[src/rtl/line_write_addr_former_pkg.sv]
// Shared write-DMA types for the line write address former: address type,
// band encoding and FSM state constants.
package line_write_addr_former_pkg;

   localparam int unsigned DMA_ADDR_W = 32;

   typedef logic [DMA_ADDR_W-1:0] addr_t;

   // Destination band of a descriptor: low-band rows are packed first.
   typedef enum logic {
      BAND_LOW  = 1'b0,
      BAND_HIGH = 1'b1
   } band_t;

   // FSM state encoding kept as plain constants for legacy compatibility.
   typedef logic [2:0] state_t;

   localparam state_t ST_IDLE = 3'd0;
   localparam state_t ST_INIT = 3'd1;
   localparam state_t ST_LOW  = 3'd2;
   localparam state_t ST_HIGH = 3'd3;
   localparam state_t ST_DONE = 3'd4;

endpackage : line_write_addr_former_pkg

[src/rtl/line_write_addr_former_line_addr_accum.sv]
// Stride accumulator: holds a destination byte address and its row index.
// load_i preloads both; step_i advances the address by one stride and the
// row by one. All arithmetic wraps modulo 2^ADDR_W.
module line_addr_accum #(
   parameter int unsigned ADDR_W = 32
) (
   input  logic              clk_i,
   input  logic              rst_ni,
   input  logic              load_i,
   input  logic              step_i,
   input  logic [ADDR_W-1:0] load_addr_i,
   input  logic [ADDR_W-1:0] load_row_i,
   input  logic [ADDR_W-1:0] stride_i,
   output logic [ADDR_W-1:0] addr_o,
   output logic [ADDR_W-1:0] row_o
);

   localparam logic [ADDR_W-1:0] ONE = ADDR_W'(1);

   // Address/row register: load takes priority over step.
   always_ff @(posedge clk_i or negedge rst_ni) begin
      // NOTE: non-blocking (<=) in clocked blocks so every register updates
      // from pre-edge values regardless of statement order.
      if (!rst_ni) begin
         addr_o <= '0;
         row_o  <= '0;
      end else if (load_i) begin
         addr_o <= load_addr_i;
         row_o  <= load_row_i;
      end else if (step_i) begin
         addr_o <= addr_o + stride_i;
         row_o  <= row_o + ONE;
      end
   end

endmodule : line_addr_accum

[src/rtl/line_write_addr_former.sv]
// Line write address former: turns vertical-DWT output line pairs (one low
// band line, one high band line) into write-DMA descriptors. Low-band rows
// are packed at the top of the destination frame, high-band rows below.
module line_write_addr_former
   import line_write_addr_former_pkg::*;
#(
   parameter int unsigned ADDR_W = DMA_ADDR_W
) (
   input  logic              clk_i,
   input  logic              rst_ni,
   input  logic              new_frame_i,
   input  logic [ADDR_W-1:0] vsize_i,
   input  logic [ADDR_W-1:0] base_addr_i,
   input  logic [ADDR_W-1:0] stride_i,
   input  logic              pair_valid_i,
   output logic              pair_ready_o,
   output logic              desc_valid_o,
   input  logic              desc_ready_i,
   output logic [ADDR_W-1:0] desc_addr_o,
   output logic [ADDR_W-1:0] desc_row_o,
   output logic              desc_band_o,
   output logic              desc_last_o,
   output logic              busy_o,
   output logic              frame_done_o
);

   localparam logic [ADDR_W-1:0] ONE = ADDR_W'(1);

   state_t            state_q, state_d;
   logic [ADDR_W-1:0] nlow_q, nhigh_q, stride_q, base_q, pair_cnt_q;
   logic [ADDR_W-1:0] lo_addr, lo_row, hi_addr, hi_row;
   logic [ADDR_W-1:0] hi_start;
   logic              hs, has_high, last_pair, init_load, lo_step, hi_step;
   band_t             band;

   assign hs        = desc_valid_o && desc_ready_i;
   assign has_high  = pair_cnt_q < nhigh_q;
   assign last_pair = (pair_cnt_q + ONE) == nlow_q;
   assign init_load = state_q == ST_INIT;
   assign lo_step   = (state_q == ST_LOW) && hs;
   assign hi_step   = (state_q == ST_HIGH) && hs;

   // High band starts right after the nlow packed low-band rows.
   assign hi_start  = base_q + nlow_q * stride_q;

   // Low-band address/row walker.
   line_addr_accum #(.ADDR_W(ADDR_W)) u_lo_accum (
      .clk_i       (clk_i),
      .rst_ni      (rst_ni),
      .load_i      (init_load),
      .step_i      (lo_step),
      .load_addr_i (base_q),
      .load_row_i  ('0),
      .stride_i    (stride_q),
      .addr_o      (lo_addr),
      .row_o       (lo_row)
   );

   // High-band address/row walker.
   line_addr_accum #(.ADDR_W(ADDR_W)) u_hi_accum (
      .clk_i       (clk_i),
      .rst_ni      (rst_ni),
      .load_i      (init_load),
      .step_i      (hi_step),
      .load_addr_i (hi_start),
      .load_row_i  (nlow_q),
      .stride_i    (stride_q),
      .addr_o      (hi_addr),
      .row_o       (hi_row)
   );

   // Latch frame geometry on an accepted start-of-frame (Idle only).
   // nlow = ceil(H/2) = (vsize>>1)+1, nhigh = H - nlow = vsize - (vsize>>1).
   always_ff @(posedge clk_i or negedge rst_ni) begin
      if (!rst_ni) begin
         nlow_q   <= '0;
         nhigh_q  <= '0;
         stride_q <= '0;
         base_q   <= '0;
      end else if ((state_q == ST_IDLE) && new_frame_i) begin
         nlow_q   <= (vsize_i >> 1) + ONE;
         nhigh_q  <= vsize_i - (vsize_i >> 1);
         stride_q <= stride_i;
         base_q   <= base_addr_i;
      end
   end

   // Count completed pairs; a pair completes on its high-band handshake.
   always_ff @(posedge clk_i or negedge rst_ni) begin
      if (!rst_ni) begin
         pair_cnt_q <= '0;
      end else if (init_load) begin
         pair_cnt_q <= '0;
      end else if (hi_step) begin
         pair_cnt_q <= pair_cnt_q + ONE;
      end
   end

   // State register.
   always_ff @(posedge clk_i or negedge rst_ni) begin
      if (!rst_ni) begin
         state_q <= ST_IDLE;
      end else begin
         state_q <= state_d;
      end
   end

   // Next-state logic: alternate Low/High per pair, Done after the last line.
   always_comb begin
      // NOTE: default every combinationally assigned signal first so no
      // path through the case leaves it unassigned (which would infer a latch).
      state_d = state_q;
      case (state_q)
         ST_IDLE: if (new_frame_i) state_d = ST_INIT;
         ST_INIT: state_d = ST_LOW;
         ST_LOW:  if (hs) state_d = has_high ? ST_HIGH : ST_DONE;
         ST_HIGH: if (hs) state_d = last_pair ? ST_DONE : ST_LOW;
         ST_DONE: state_d = ST_IDLE;
         default: state_d = ST_IDLE;
      endcase
   end

   // Descriptor outputs; all zero outside Low/High. Fields depend only on
   // registered state, so they stay stable while a descriptor is stalled.
   always_comb begin
      desc_valid_o = 1'b0;
      desc_addr_o  = '0;
      desc_row_o   = '0;
      band         = BAND_LOW;
      desc_last_o  = 1'b0;
      pair_ready_o = 1'b0;
      case (state_q)
         ST_LOW: begin
            desc_valid_o = pair_valid_i;
            desc_addr_o  = lo_addr;
            desc_row_o   = lo_row;
            desc_last_o  = pair_cnt_q == nhigh_q;
            pair_ready_o = pair_valid_i && desc_ready_i && !has_high;
         end
         ST_HIGH: begin
            desc_valid_o = pair_valid_i;
            desc_addr_o  = hi_addr;
            desc_row_o   = hi_row;
            band         = BAND_HIGH;
            desc_last_o  = last_pair;
            pair_ready_o = pair_valid_i && desc_ready_i;
         end
         default: ;
      endcase
   end

   assign desc_band_o  = logic'(band);
   assign busy_o       = state_q != ST_IDLE;
   assign frame_done_o = state_q == ST_DONE;

endmodule : line_write_addr_former

[config.mk]
export PLATFORM = sky130hd
export DESIGN_NAME = line_write_addr_former
export DESIGN_NICKNAME = d
export VERILOG_FILES = /design/src/rtl/line_write_addr_former_pkg.sv /design/src/rtl/line_write_addr_former_line_addr_accum.sv /design/src/rtl/line_write_addr_former.sv
export SDC_FILE = /design/constraint.sdc
export NUM_CORES = 2
export LEC_CHECK = 0
export ABC_AREA = 0
export BUFFER_PORTS_ARGS = -buffer_cell sky130_fd_sc_hd__buf_2
export CAP_MARGIN = 20
export CORE_MARGIN = 2
export CORE_UTILIZATION = 60
export CTS_CLUSTER_SIZE = 10
export DETAILED_ROUTE_END_ITERATION = 7
export HOLD_SLACK_MARGIN = 0.05
export PLACE_DENSITY_LB_ADDON = 0.1
export SYNTH_ARGS = -nofsm -noshare
export SYNTH_HDL_FRONTEND = slang
export SYNTH_HIERARCHICAL = 1
export SYNTH_SLANG_ARGS = --single-unit
[constraint.sdc]
create_clock -name clk_i -period 21.5 [get_ports clk_i]
set_input_delay 4.3 -clock clk_i [delete_from_list [all_inputs] [get_ports clk_i]]
set_output_delay 4.3 -clock clk_i [all_outputs]
set_load 0.005 [all_outputs]
==> results by group <==
GRT
  – Gr usage total: 0.3503
  – Vias in the first global route: 30590
  – First-pass GRT wire length: 172500 um
  – Largest net degree at the start of global routing: 116
  – Initial antenna violation count: 0
  – Grt total ovfl: 0

Clocking
  – Post-CTS Setup Bufs: 0
  – Hold Buf Count CTS: 0
  – Later-pin clock latency in the skew report: 580 ps
  – Cts bufs inserted: 39
  – CTS resizes: 0
  – Htree depth: 2
  – Clock sink count: 291
  – Worst-path clk slew: 50 ps
  – CTS tree: built
  – Root Driver: clkbuf_16
  – Max clock buf depth: 3

Cells and area
  – Layout cells sized above 1: 0.07219
  – # nets final: roughly 5300
  – Util after Layout: 0.6554
  – Area growth syn-to-layout: 7.695%
  – Finished Cell Area: 0.04052 mm^2
  – # fillers: 5359
  – Ant diodes: 0

Drt
  – WL final: 111100 um
  – DRC viols: 0
  – Initial DRT Pass Iterations: 8
  – Vias per std cell: 5.851
  – 1st-iter DRT viols: 2849
  – WL/cell: 20.86 um
  – Antenna Nets Post-Route: 0
  – DR vias: about 31000

Setup path
  – Crit end category: primary output
  – CP Launch Type: primary input
  – Kind of critical path: primary input to primary output
  – Arr. time, crit path: 5120 ps
  – Required time worst endpoint: approximately 17000 ps
  – Max Fanout on Critical Path: 6

Floorplan
  – Std-Cell Rows: just over 90
  – I/O pin count: 171
  – Die ar.: about 0.065 mm^2
  – Core box area: 0.06183 mm^2
  – Chip height: 254.4 um
  – Initial Util: 0.6086
  – Die X-Extent: around 250 um

Placed design
  – Routability cong.: 0.9582
  – Place WS: ~12000 ps
  – Port Buffer Count: 170
  – HPWL Detailed: 82770 um
  – Area of placed instances: 0.03929 mm^2

Synth
  – Post-synth top area share: 0.2346
  – Register area share after synthesis: 0.1935
  – Main combinational cell family by area after synthesis: adder cells
  – Async S/R FF share, synth: 1.000
  – Synthesized area per cell: 8.583 um^2
  – #FFs+latches synth: 291
  – Count leader, synth: nand2_1
  – Synth Area in XOR/XNOR: 0.07059
  – Yosys cell types: between 80 and 90
  – Yosys top cell by area: fa_1
  – Simple-Gate Fraction of Synth Area: 0.1827
  – Number of enable flip-flop cells after synthesis: 0
  – Primary FF master, synth: dfrtp_1
  – Synth Instances: 4384
  – Adder-cell share of the synthesized area: 0.3284
  – Area contributors post-synth: fa_1 23%, dfrtp_1 19%, ha_1 9.4%
  – Synthesized area: 0.03763 mm^2
  – Synth Area in Compound Gates: 0.1153
  – Number of synthesis warnings: 6
  – Top cells by count, synth: 687 x nand2_1, 596 x inv_1, 441 x fa_1, 302 x and2_1, 291 x dfrtp_1
  – Mux cell area share after synthesis: 0.02800

Power
  – Power per cell area: 131.7 mW/mm^2
  – Gate power share: 0.711
  – Flop pwr share: 0.169
  – Switching pwr: 2673 uW
  – Clk network pwr share: 0.120
  – VDD IR max: 0.0001333 V
  – Internal power: 2662 uW
  – LEAKAGE: ~0.020 uW
  – Net Sw Frac: 0.5010
  – Pwr Total: around 5300 uW

STA
  – Fin crit share: 0.4381
  – Final Hold Viols: 0
  – Slew @ Worst Pin: between 1000 and 1500 ps
  – Fmax: 106.2 MHz
  – Final number of max-transition violations: 0
  – RSZ-0062 raised after global routing: no
  – Setup TNS: 0 ps
  – Slew margin rel.: 0.2558
  – Count of final setup violators: 0
  – Final worst setup slack: about 12000 ps
  – Clock skew: 27.29 ps
  – Minimum period implied by the final worst setup slack: 9420 ps

Run
  – Maxcap violations: 0

Run status
  – Outcome: finished, final reports clean

Hold path
  – HP Class: flip-flop to flip-flop
-- routing by layer --
layer,part of all wire,vias to the layer above,track usage
met5,0,-,0
met1,0.41,15360,0.4700
li1,-,14200,-
met4,0.055,0,0.1647
met3,0.085,304,0.06716
met2,0.45,1299,0.5504
-- cell type report --
type | count | area (um^2) | share of cell area
clock buffers | 53 | 1120 | 0.02763
clock inverters | 11 | 97.59 | 0.002408
inverters | 596 | 2242 | 0.05533
multi-input cells | 3311 | 27430 | 0.6769
flip-flops and latches | 291 | 7286 | 0.1798
well taps | 837 | 1047 | 0.02584
repair buffers | 226 | 1301 | 0.03211
-- per-stage QoR --
| step | hold slack [ps] | instances |
|---|---|---|
| detailed placement | 469.4 | 5260 |
| floorplan | 448.5 | 4415 |
| finish | 475.6 | 5325 |
| global route | 502.5 | 5325 |
| global placement | 461.2 | 5260 |
| CTS | 481.6 | 5324 |
-- worst max-delay path: stages --
cell and delay, ps:
buf_2 70, inv_1 30, nor2_1 210, nand2_1 220, a21oi_1 160, buf_2 120
-- power by group through the flow --
stage / combinational, uW / sequential (uW) / clock [uW]
2_1_floorplan: 2800 / 809 / 0
3_3_place_gp: 3680 / 898 / 0
3_5_place_dp: 3750 / 902 / 0
4_1_cts: 3770 / 894 / 648
5_1_grt: 4240 / 916 / 668
6_report: 3790 / 900 / 641
-- registers in the layout (all words and copies together), names as in the netlist --
name               flops
u_lo_accum/row_o      32
pair_cnt_q            32
stride_q              32
u_hi_accum/row_o      32
nhigh_q               32
state_q                3
nlow_q                32
u_hi_accum/addr_o     32
base_q                32
u_lo_accum/addr_o     32
-- path summary, 6_finish.rpt --
check | start | endpoint | slack (ps) | depth (start not counted)
min | nhigh_q[18] | nhigh_q[18] | 480 | 1
min reg2reg | nhigh_q[18] | nhigh_q[18] | 480 | 1
max in group asynchronous | rst_ni | u_lo_accum/row_o[15] | 16300 | 2
max reg2reg | nlow_q[14] | u_hi_accum/addr_o[28] | 13690 | 26
max | pair_valid_i | pair_ready_o | 12080 | 6
min in group asynchronous | rst_ni | u_lo_accum/row_o[4] | 3730 | 1
-- layout by cell type, fill, tap and decap left out, drive strengths merged, types with 147 or more instances in the layout --
cell   synthesis  routed
xnor2        193     193
ha           282     282
buf           16     226
fa           441     441
nor2         178     178
o21ai        293     293
and2         302     302
dfrtp        291     291
nand2        687     687
inv          596     597
a21oi        147     147
-- cells by family after synthesis --
family	Yosys count
AND/OR/NAND/NOR	1450
other	1
buffers and inverters	813
adder cells (fa/ha/maj)	723
XOR/XNOR	297
AO/OA/AOI/OAI	704
multiplexers	105
flip-flops	291
No activity file was read; power rests on OpenSTA's default activity.
